$ cat src/rtl/calc_pkg.sv
`default_nettype none
// ============================================================================
//  Module      : calc_pkg
//  Description : Key codes, ALU op codes, sequencer states and helpers for
//                the keypad calculator.
//  Revision    : 1.0  initial release
// ============================================================================
package calc_pkg;

    localparam logic [3:0] OP_NONE = 4'd0;
    localparam logic [3:0] OP_ADD  = 4'd1;
    localparam logic [3:0] OP_SUB  = 4'd2;
    localparam logic [3:0] OP_MUL  = 4'd3;
    localparam logic [3:0] OP_DIV  = 4'd4;
    localparam logic [3:0] OP_CLR  = 4'd5;
    localparam logic [3:0] OP_EQ   = 4'd6;

    localparam logic [1:0] ALU_ADD = 2'd0;
    localparam logic [1:0] ALU_SUB = 2'd1;
    localparam logic [1:0] ALU_MUL = 2'd2;
    localparam logic [1:0] ALU_DIV = 2'd3;

    typedef enum logic [2:0] {
        ENTER_A  = 3'd0,
        OP_WAIT  = 3'd1,
        ENTER_B  = 3'd2,
        EXEC     = 3'd3,
        WAIT_ALU = 3'd4,
        SHOW     = 3'd5,
        ERR      = 3'd6,
        DRAIN    = 3'd7
    } state_t;

    function automatic logic [1:0] op2alu(input logic [3:0] op);
        case (op)
            OP_SUB:  return ALU_SUB;
            OP_MUL:  return ALU_MUL;
            OP_DIV:  return ALU_DIV;
            default: return ALU_ADD;
        endcase
    endfunction

    function automatic logic is_arith(input logic [3:0] code);
        return (code >= OP_ADD) && (code <= OP_DIV);
    endfunction

endpackage
`default_nettype wire

$ cat src/rtl/calc_digit_acc.sv
`default_nettype none
// ============================================================================
//  Module      : calc_digit_acc
//  Description : Decimal digit accumulator (value*10 + digit) with a digit
//                limit and leading-zero suppression. Purely combinational.
//  Revision    : 1.0  initial release
// ============================================================================
module calc_digit_acc
    import calc_pkg::*;
#(
    parameter int W          = 14,
    parameter int MAX_DIGITS = 4,
    parameter int CW         = 3
)(
    input  logic [W-1:0]  i_cur_val,
    input  logic [CW-1:0] i_cur_cnt,
    input  logic [3:0]    i_digit,
    output logic [W-1:0]  o_nxt_val,
    output logic [CW-1:0] o_nxt_cnt
);

    localparam int c_ACC_W = W + 4;

    logic w_room;
    logic w_lead_zero;

    assign w_room      = (i_cur_cnt < CW'(MAX_DIGITS));
    assign w_lead_zero = (i_cur_val == '0) && (i_digit == 4'd0);

    // Wide intermediate keeps the multiply exact before narrowing back to W.
    always_comb begin
        o_nxt_val = i_cur_val;
        o_nxt_cnt = i_cur_cnt;
        if (w_room && !w_lead_zero) begin
            o_nxt_val = W'((c_ACC_W'(i_cur_val) * c_ACC_W'(10)) + c_ACC_W'(i_digit));
            o_nxt_cnt = i_cur_cnt + CW'(1);
        end
    end

endmodule
`default_nettype wire

$ cat src/rtl/calc_sequencer.sv
`default_nettype none
// ============================================================================
//  Module      : calc_sequencer
//  Description : Control FSM of the keypad calculator: operand entry, operator
//                latching, ALU start/done handshake, display and error LED.
//  Revision    : 1.0  initial release
// ============================================================================
module calc_sequencer
    import calc_pkg::*;
#(
    parameter int W          = 14,
    parameter int MAX_DIGITS = 4,
    parameter int MAX_VAL    = 9999,
    parameter int ALU_TMO    = 255
)(
    input  logic           clk,
    input  logic           reset,
    input  logic           key_valid,
    input  logic           key_is_oper,
    input  logic [3:0]     key_code,
    output logic           alu_start,
    output logic [1:0]     alu_op,
    output logic [W-1:0]   alu_a,
    output logic           alu_a_neg,
    output logic [W-1:0]   alu_b,
    input  logic           alu_done,
    input  logic [2*W-1:0] alu_result,
    input  logic           alu_res_neg,
    input  logic           alu_div0,
    output logic           alu_busy,
    output logic [W-1:0]   disp_val,
    output logic           disp_neg,
    output logic           error,
    output logic [3:0]     op_latched
);

    localparam int c_CNT_W = $clog2(MAX_DIGITS + 1);
    localparam int c_TMO_W = $clog2(ALU_TMO + 1);

    state_t               r_state, w_state_nxt;
    logic [W-1:0]         r_a, w_a_nxt;
    logic                 r_a_neg, w_a_neg_nxt;
    logic [W-1:0]         r_b, w_b_nxt;
    logic [c_CNT_W-1:0]   r_cnt, w_cnt_nxt;
    logic [3:0]           r_op, w_op_nxt;
    logic [3:0]           r_pend, w_pend_nxt;
    logic [W-1:0]         r_disp_val, w_disp_val_nxt;
    logic                 r_disp_neg, w_disp_neg_nxt;
    logic                 r_error, w_error_nxt;
    logic [c_TMO_W-1:0]   r_tmo, w_tmo_nxt;
    logic [1:0]           r_alu_op, w_alu_op_nxt;
    logic [W-1:0]         r_alu_a, w_alu_a_nxt;
    logic                 r_alu_a_neg, w_alu_a_neg_nxt;
    logic [W-1:0]         r_alu_b, w_alu_b_nxt;

    logic                 w_key_dig, w_key_arith, w_key_eq, w_key_clr;
    logic                 w_tmo_hit, w_res_bad;
    logic [W-1:0]         w_acc_val_in, w_acc_val;
    logic [c_CNT_W-1:0]   w_acc_cnt_in, w_acc_cnt;

    assign w_key_dig   = key_valid && !key_is_oper && (key_code <= 4'd9);
    assign w_key_arith = key_valid && key_is_oper && is_arith(key_code);
    assign w_key_eq    = key_valid && key_is_oper && (key_code == OP_EQ);
    assign w_key_clr   = key_valid && key_is_oper && (key_code == OP_CLR);
    assign w_tmo_hit   = (r_tmo == c_TMO_W'(ALU_TMO - 1));
    assign w_res_bad   = alu_div0 || (alu_result > (2*W)'(MAX_VAL));

    // One accumulator serves both operands; SHOW starts a fresh A from zero.
    assign w_acc_val_in = (r_state == ENTER_B) ? r_b :
                          (r_state == SHOW)    ? '0  : r_a;
    assign w_acc_cnt_in = (r_state == ENTER_B || r_state == ENTER_A) ? r_cnt : '0;

    calc_digit_acc #(
        .W          (W),
        .MAX_DIGITS (MAX_DIGITS),
        .CW         (c_CNT_W)
    ) u_digit_acc (
        .i_cur_val (w_acc_val_in),
        .i_cur_cnt (w_acc_cnt_in),
        .i_digit   (key_code),
        .o_nxt_val (w_acc_val),
        .o_nxt_cnt (w_acc_cnt)
    );

    always_comb begin
        w_state_nxt     = r_state;
        w_a_nxt         = r_a;
        w_a_neg_nxt     = r_a_neg;
        w_b_nxt         = r_b;
        w_cnt_nxt       = r_cnt;
        w_op_nxt        = r_op;
        w_pend_nxt      = r_pend;
        w_disp_val_nxt  = r_disp_val;
        w_disp_neg_nxt  = r_disp_neg;
        w_error_nxt     = r_error;
        w_tmo_nxt       = r_tmo;
        w_alu_op_nxt    = r_alu_op;
        w_alu_a_nxt     = r_alu_a;
        w_alu_a_neg_nxt = r_alu_a_neg;
        w_alu_b_nxt     = r_alu_b;

        case (r_state)
            ENTER_A: begin
                if (w_key_dig) begin
                    w_a_nxt        = w_acc_val;
                    w_cnt_nxt      = w_acc_cnt;
                    w_disp_val_nxt = w_acc_val;
                    w_disp_neg_nxt = 1'b0;
                end else if (w_key_arith) begin
                    w_op_nxt    = key_code;
                    w_state_nxt = OP_WAIT;
                end
            end
            OP_WAIT: begin
                if (w_key_dig) begin
                    w_b_nxt        = W'(key_code);
                    w_cnt_nxt      = c_CNT_W'(1);
                    w_disp_val_nxt = W'(key_code);
                    w_disp_neg_nxt = 1'b0;
                    w_state_nxt    = ENTER_B;
                end else if (w_key_arith) begin
                    w_op_nxt = key_code;
                end
            end
            ENTER_B: begin
                if (w_key_dig) begin
                    w_b_nxt        = w_acc_val;
                    w_cnt_nxt      = w_acc_cnt;
                    w_disp_val_nxt = w_acc_val;
                    w_disp_neg_nxt = 1'b0;
                end else if (w_key_eq) begin
                    w_pend_nxt  = OP_NONE;
                    w_state_nxt = EXEC;
                end else if (w_key_arith) begin
                    w_pend_nxt  = key_code;
                    w_state_nxt = EXEC;
                end
            end
            EXEC: begin
                w_tmo_nxt   = '0;
                w_state_nxt = WAIT_ALU;
            end
            WAIT_ALU: begin
                if (alu_done) begin
                    if (w_res_bad) begin
                        w_error_nxt    = 1'b1;
                        w_disp_val_nxt = '0;
                        w_disp_neg_nxt = 1'b0;
                        w_state_nxt    = ERR;
                    end else begin
                        w_a_nxt        = alu_result[W-1:0];
                        w_a_neg_nxt    = alu_res_neg;
                        w_disp_val_nxt = alu_result[W-1:0];
                        w_disp_neg_nxt = alu_res_neg;
                        if (r_pend != OP_NONE) begin
                            w_op_nxt    = r_pend;
                            w_pend_nxt  = OP_NONE;
                            w_state_nxt = OP_WAIT;
                        end else begin
                            w_state_nxt = SHOW;
                        end
                    end
                end else if (w_tmo_hit) begin
                    w_error_nxt = 1'b1;
                    w_state_nxt = ERR;
                end else begin
                    w_tmo_nxt = r_tmo + c_TMO_W'(1);
                end
            end
            SHOW: begin
                if (w_key_dig) begin
                    w_a_nxt        = w_acc_val;
                    w_a_neg_nxt    = 1'b0;
                    w_cnt_nxt      = w_acc_cnt;
                    w_disp_val_nxt = w_acc_val;
                    w_disp_neg_nxt = 1'b0;
                    w_state_nxt    = ENTER_A;
                end else if (w_key_arith) begin
                    w_op_nxt    = key_code;
                    w_state_nxt = OP_WAIT;
                end else if (w_key_eq) begin
                    w_pend_nxt  = OP_NONE;
                    w_state_nxt = EXEC;
                end
            end
            ERR: begin
                w_state_nxt = ERR;
            end
            DRAIN: begin
                if (alu_done || w_tmo_hit) begin
                    w_state_nxt = ENTER_A;
                end else begin
                    w_tmo_nxt = r_tmo + c_TMO_W'(1);
                end
            end
            default: w_state_nxt = ENTER_A;
        endcase

        // While the ALU is owned, CLR must still wait for (or time out) its done.
        if (w_key_clr) begin
            w_a_nxt        = '0;
            w_a_neg_nxt    = 1'b0;
            w_b_nxt        = '0;
            w_cnt_nxt      = '0;
            w_op_nxt       = OP_NONE;
            w_pend_nxt     = OP_NONE;
            w_disp_val_nxt = '0;
            w_disp_neg_nxt = 1'b0;
            w_error_nxt    = 1'b0;
            if (r_state == EXEC) begin
                w_state_nxt = DRAIN;
            end else if (r_state == WAIT_ALU) begin
                w_state_nxt = (alu_done || w_tmo_hit) ? ENTER_A : DRAIN;
            end else if (r_state != DRAIN) begin
                w_state_nxt = ENTER_A;
            end
        end

        if (w_state_nxt == EXEC) begin
            w_alu_op_nxt    = op2alu(r_op);
            w_alu_a_nxt     = r_a;
            w_alu_a_neg_nxt = r_a_neg;
            w_alu_b_nxt     = r_b;
        end
    end

    always_ff @(posedge clk) begin
        if (reset) begin
            r_state     <= ENTER_A;
            r_a         <= '0;
            r_a_neg     <= 1'b0;
            r_b         <= '0;
            r_cnt       <= '0;
            r_op        <= OP_NONE;
            r_pend      <= OP_NONE;
            r_disp_val  <= '0;
            r_disp_neg  <= 1'b0;
            r_error     <= 1'b0;
            r_tmo       <= '0;
            r_alu_op    <= ALU_ADD;
            r_alu_a     <= '0;
            r_alu_a_neg <= 1'b0;
            r_alu_b     <= '0;
        end else begin
            r_state     <= w_state_nxt;
            r_a         <= w_a_nxt;
            r_a_neg     <= w_a_neg_nxt;
            r_b         <= w_b_nxt;
            r_cnt       <= w_cnt_nxt;
            r_op        <= w_op_nxt;
            r_pend      <= w_pend_nxt;
            r_disp_val  <= w_disp_val_nxt;
            r_disp_neg  <= w_disp_neg_nxt;
            r_error     <= w_error_nxt;
            r_tmo       <= w_tmo_nxt;
            r_alu_op    <= w_alu_op_nxt;
            r_alu_a     <= w_alu_a_nxt;
            r_alu_a_neg <= w_alu_a_neg_nxt;
            r_alu_b     <= w_alu_b_nxt;
        end
    end

    assign alu_start  = (r_state == EXEC);
    assign alu_busy   = (r_state == EXEC) || (r_state == WAIT_ALU) || (r_state == DRAIN);
    assign alu_op     = r_alu_op;
    assign alu_a      = r_alu_a;
    assign alu_a_neg  = r_alu_a_neg;
    assign alu_b      = r_alu_b;
    assign disp_val   = r_disp_val;
    assign disp_neg   = r_disp_neg;
    assign error      = r_error;
    assign op_latched = r_op;

endmodule
`default_nettype wire

$ cat config.mk
export PLATFORM = sky130hd
export DESIGN_NAME = calc_sequencer
export DESIGN_NICKNAME = d
export VERILOG_FILES = /design/src/rtl/calc_pkg.sv /design/src/rtl/calc_digit_acc.sv /design/src/rtl/calc_sequencer.sv
export SDC_FILE = /design/constraint.sdc
export NUM_CORES = 1
export LEC_CHECK = 0
export ABC_AREA = 1
export BUFFER_PORTS_ARGS = -buffer_cell sky130_fd_sc_hd__buf_2
export CAP_MARGIN = 20
export CORE_UTILIZATION = 62
export CTS_BUF_LIST = sky130_fd_sc_hd__clkbuf_8 sky130_fd_sc_hd__clkbuf_16
export DETAILED_ROUTE_END_ITERATION = 10
export PLACE_DENSITY_LB_ADDON = 0.05
export SYNTH_ARGS = -nofsm -noshare
export SYNTH_HDL_FRONTEND = slang
export SYNTH_HIERARCHICAL = 1
export SYNTH_SLANG_ARGS = --single-unit
$ cat constraint.sdc
create_clock -name clk -period 6.92 [get_ports clk]
set_input_delay 0.692 -clock clk [delete_from_list [all_inputs] [get_ports clk]]
set_output_delay 0.692 -clock clk [all_outputs]
set_load 0.03 [all_outputs]
==> summary.md <==
| Metric | Value |
|---|---|
| Row count | `35` |
| Vias in the first global route | `5428` |
| RSZ-0062 raised after global routing | `no` |
| Most used routing layer | `met2` |
| CP delay by family, top | `simple AND/OR/NAND/NOR gates` |
| Avg Inst Size Synth | `6.361 um2` |
| Synth area leaders | `dfxtp_1 32%, nand2_1 14%, nor2_1 8.2%` |
| Class of the worst hold path | `reg2reg` |
| Switching power | `0.5399 mW` |
| Grt ovf | `0` |
| Met2 Usage GRT | `49.14%` |
| Leak | `3.192 nW` |
| CP endpoint | `disp_val[13]$_SDFFE_PP0P_` |
| Most used DFF post-synth | `dfxtp_1` |
| R2r startpoint | `r_state[1]$_SDFF_PP0_` |
| Yosys reg bits | `98` |
| First-pass GRT wire length | `26710 um` |
| Worst Path Buf+Inv | `2` |
| Layout cells sized above 1 | `14.44%` |
| Synthesized cell area | `6120 um2` |
| Sequential fraction of the synthesis area | `32.06%` |
| Worst setup EP type | `flop` |
| Max Freq | `231.7 MHz` |
| GR Layer Usage met3 | `5.590%` |
| Diode count | `0` |
| Top post-synthesis cells by count | `233 x nand2_1, 133 x nor2_1, 127 x inv_1, 98 x dfxtp_1` |
| Clock power share | `29.5%` |
| Die area | `10270 um2` |
| Final setup vio count | `0` |
| Largest area contributor in the netlist | `dfxtp_1` |
| Ports | `92` |
| Via-to-Cell Ratio | `5.418` |
| Tmin final | `4.315 ns` |
| IO Port Bufs | `91` |
| Clk sinks | `98` |
| # fillers | `853` |
| Crit path largest cell delay | `0.53 ns` |
| Clk buf depth | `2` |
| Pwr/cell area | `220.9 nW/um2` |
| Post-Route WL | `16470 um` |
| Syn Nets | `1028` |
| Detailed Place HPWL | `12730 um` |
| Router iterations before antenna repair | `6` |
| Reg2reg setup slack | `2.60 ns` |
| Post-synth EDFFs | `0` |
| Routed wire length per instance | `14.10 um` |
| Chip height | `101.4 um` |
| CP Class | `reg2reg` |
| Crit path launch | `r_state[1]$_SDFF_PP0_` |
| Die W | `101.4 um` |
| CP Data Required Time | `7.21 ns` |
| Total of max-cap violations | `0` |
| Least-Margin Pin Slew | `1.082 ns` |
| Share of flip-flops with an asynchronous set or reset | `0%` |
| CTS tree | `done` |
| Worst reg2reg path depth | `20` |
| Peak VDD IR | `143.5 uV` |
| Crit start category | `flop` |
| Clock root buffer | `clkbuf_8` |
| GRT Total Usage | `33.09%` |
| Final period util | `62.36%` |
| Antenna viol nets, final | `0` |
| Count of nets after finishing | `1101` |
| Largest net degree at the start of global routing | `33` |
| Worst-Skew Late Latency | `0.37 ns` |
| P_int | `0.9673 mW` |
| Outcome | `finished, final reports clean` |
| Slowest CP cell | `dfxtp_1` |
| Postcts setup bufs | `0` |
| Switching share of power | `35.82%` |
| GP Congestion | `1.028` |
| CP Cell Sequence | `inv_1 > nor2_2 > inv_1 > o22ai_1 > ha_1 > ha_1 > fa_1 > nand2_2 > nand3_2 > nor2_4 > nand3_2 > nor2_4 > nand3_1 > nand2_1 > nand3_1 > nand2_1 > nand2_1 > o21ai_0 > nand2_1 > a21oi_1` |
| Initial core utilization | `65.00%` |
| Most frequent cell after synthesis | `nand2_1` |
| Setup tns final | `0 ns` |
| Total power draw | `1.507 mW` |
| Core footprint | `9415 um2` |
| H-tree Lvls | `3` |
| Crit Path Max Fanout | `21` |
| Met1 usage | `48.81%` |
| FF-to-FF End | `disp_val[13]$_SDFFE_PP0P_` |
| Critical Path AT | `4.61 ns` |
| Via count | `6328` |
| Critical Path Stages | `20` |
| Synth warnings | `6` |
| Initial DRC count | `625` |
| Post-synth cell types | `42` |
| Syn-to-layout area delta | `11.51%` |
| Crit path top cell by count | `nand2_1` |
| TritonCTS buffer count | `9` |
| Post_cts resized | `0` |
| Pins over their slew limit | `0` |
| DRC errors left | `0` |
| Slew headroom | `27.89%` |
| Hold_buf cts | `0` |
| Yosys top cell area share | `32.06%` |
| Initial antenna violation count | `0` |
| Synthesized instance count | `962` |
| Comb power frac | `30.3%` |
| Worst Skew | `0.01337 ns` |
| Final Hold Vio Count | `0` |
| Clock-pin slew of the registers on the worst-case setup and hold paths | `0.10 ns` |
| Reg power frac | `40.2%` |
-- worst reg2reg max path: cells and delay by family, from the launching register on --
kind | cells | cell delay (ns)
AO/OA/AOI/OAI | 3 | 0.70
AND/OR/NAND/NOR | 12 | 1.57
flip-flops | 1 | 0.53
adder cells (fa/ha/maj) | 3 | 0.99
buffers and inverters | 2 | 0.48
-- worst min path at each step --
stage,cells past startpoint,to,slack (ns),startpoint
3_3_place_gp,2,error$_SDFFE_PP0P_,0.44,error$_SDFFE_PP0P_
3_5_place_dp,2,error$_SDFFE_PP0P_,0.44,error$_SDFFE_PP0P_
6_report,2,error$_SDFFE_PP0P_,0.46,error$_SDFFE_PP0P_
4_1_cts,2,error$_SDFFE_PP0P_,0.46,error$_SDFFE_PP0P_
5_1_grt,2,error$_SDFFE_PP0P_,0.48,error$_SDFFE_PP0P_
2_1_floorplan,2,r_pend[3]$_SDFFE_PP0P_,0.44,r_pend[3]$_SDFFE_PP0P_
-- final cells by class --
type	instances	area (um2)	share of cell area [%]
multi-input cells	698	3472	50.88
flip-flops and latches	98	1962	28.75
inverters	133	499.2	7.316
repair buffers	95	493.0	7.224
well taps	129	161.4	2.365
clock buffers	9	123.9	1.815
clock inverters	6	112.6	1.650
-- cell usage in the layout (no fill, tap or decap), types with 2 or more instances in the layout --
cell type	Yosys	routed
nand2_2	7	7
nor2_2	4	4
nand3_1	71	71
and2_0	2	2
ha_1	25	25
nor3_1	7	7
dfxtp_1	98	98
bufinv_16	0	3
buf_2	12	91
nand2_1	233	233
nand2_4	2	2
o21ai_0	71	70
clkbuf_8	1	9
buf_4	0	3
nand3_2	5	5
a31oi_1	5	5
xnor2_1	5	5
o211ai_1	3	3
inv_1	127	127
a21oi_2	4	4
fa_1	2	2
a21oi_1	69	69
o22ai_1	14	14
nor2_1	133	133
o21ai_1	9	10
inv_6	0	2
nor2_4	5	5
nand4_1	4	4
inv_2	6	6
xor2_1	3	3
o21bai_1	2	2
nor3_2	3	3
-- power groups by stage --
stage | combinational, mW | clock, mW | sequential (mW)
2_1_floorplan | 0.308 | 0 | 0.640
3_3_place_gp | 0.442 | 0 | 0.618
3_5_place_dp | 0.444 | 0 | 0.619
5_1_grt | 0.506 | 0.473 | 0.610
4_1_cts | 0.446 | 0.447 | 0.606
6_report | 0.457 | 0.444 | 0.607
-- per-layer routing --
metal / part of all wire (%) / up-vias
li1: - / 3222
met1: 47 / 2773
met3: 9.4 / 28
met4: 1.6 / 0
met2: 42 / 305
met5: 0 / -
-- state kept, by name, summed over array words and instances (netlist names) --
signal      flops
r_pend          4
alu_a_neg       1
r_a            14
disp_val       14
r_tmo           8
error           1
alu_op          2
alu_a          14
r_a_neg         1
alu_b          14
op_latched      4
r_state         3
r_cnt           3
r_b            14
disp_neg        1
-- stage by stage --
stage	utilization [%]	cells	hold slack, ns	worst slack, ns	cell area (um2)
detailed placement	69.81	1152	0.4404	2.741	6573
global route	72.48	1168	0.4814	2.243	6824
floorplan	-	962	0.4398	3.305	6120
finish	72.48	1168	0.4579	2.605	6824
global placement	69.81	1152	0.4377	2.908	6573
CTS	72.32	1167	0.4556	2.710	6809
-- logic make-up (layout without fill, tap and decap cells) --
family / count (synthesis) / in the layout / share of synthesized area (%)
buffers and inverters: 166 / 243 / 11.20
xor gates and xnor gates: 8 / 8 / 1.145
AOI/OAI and AO/OA: 182 / 182 / 15.99
adders and majority gates: 27 / 27 / 5.766
and+or+nand+nor: 481 / 481 / 33.84
DFF: 98 / 98 / 32.06
Note: power is estimated with default switching activity, not from simulation.
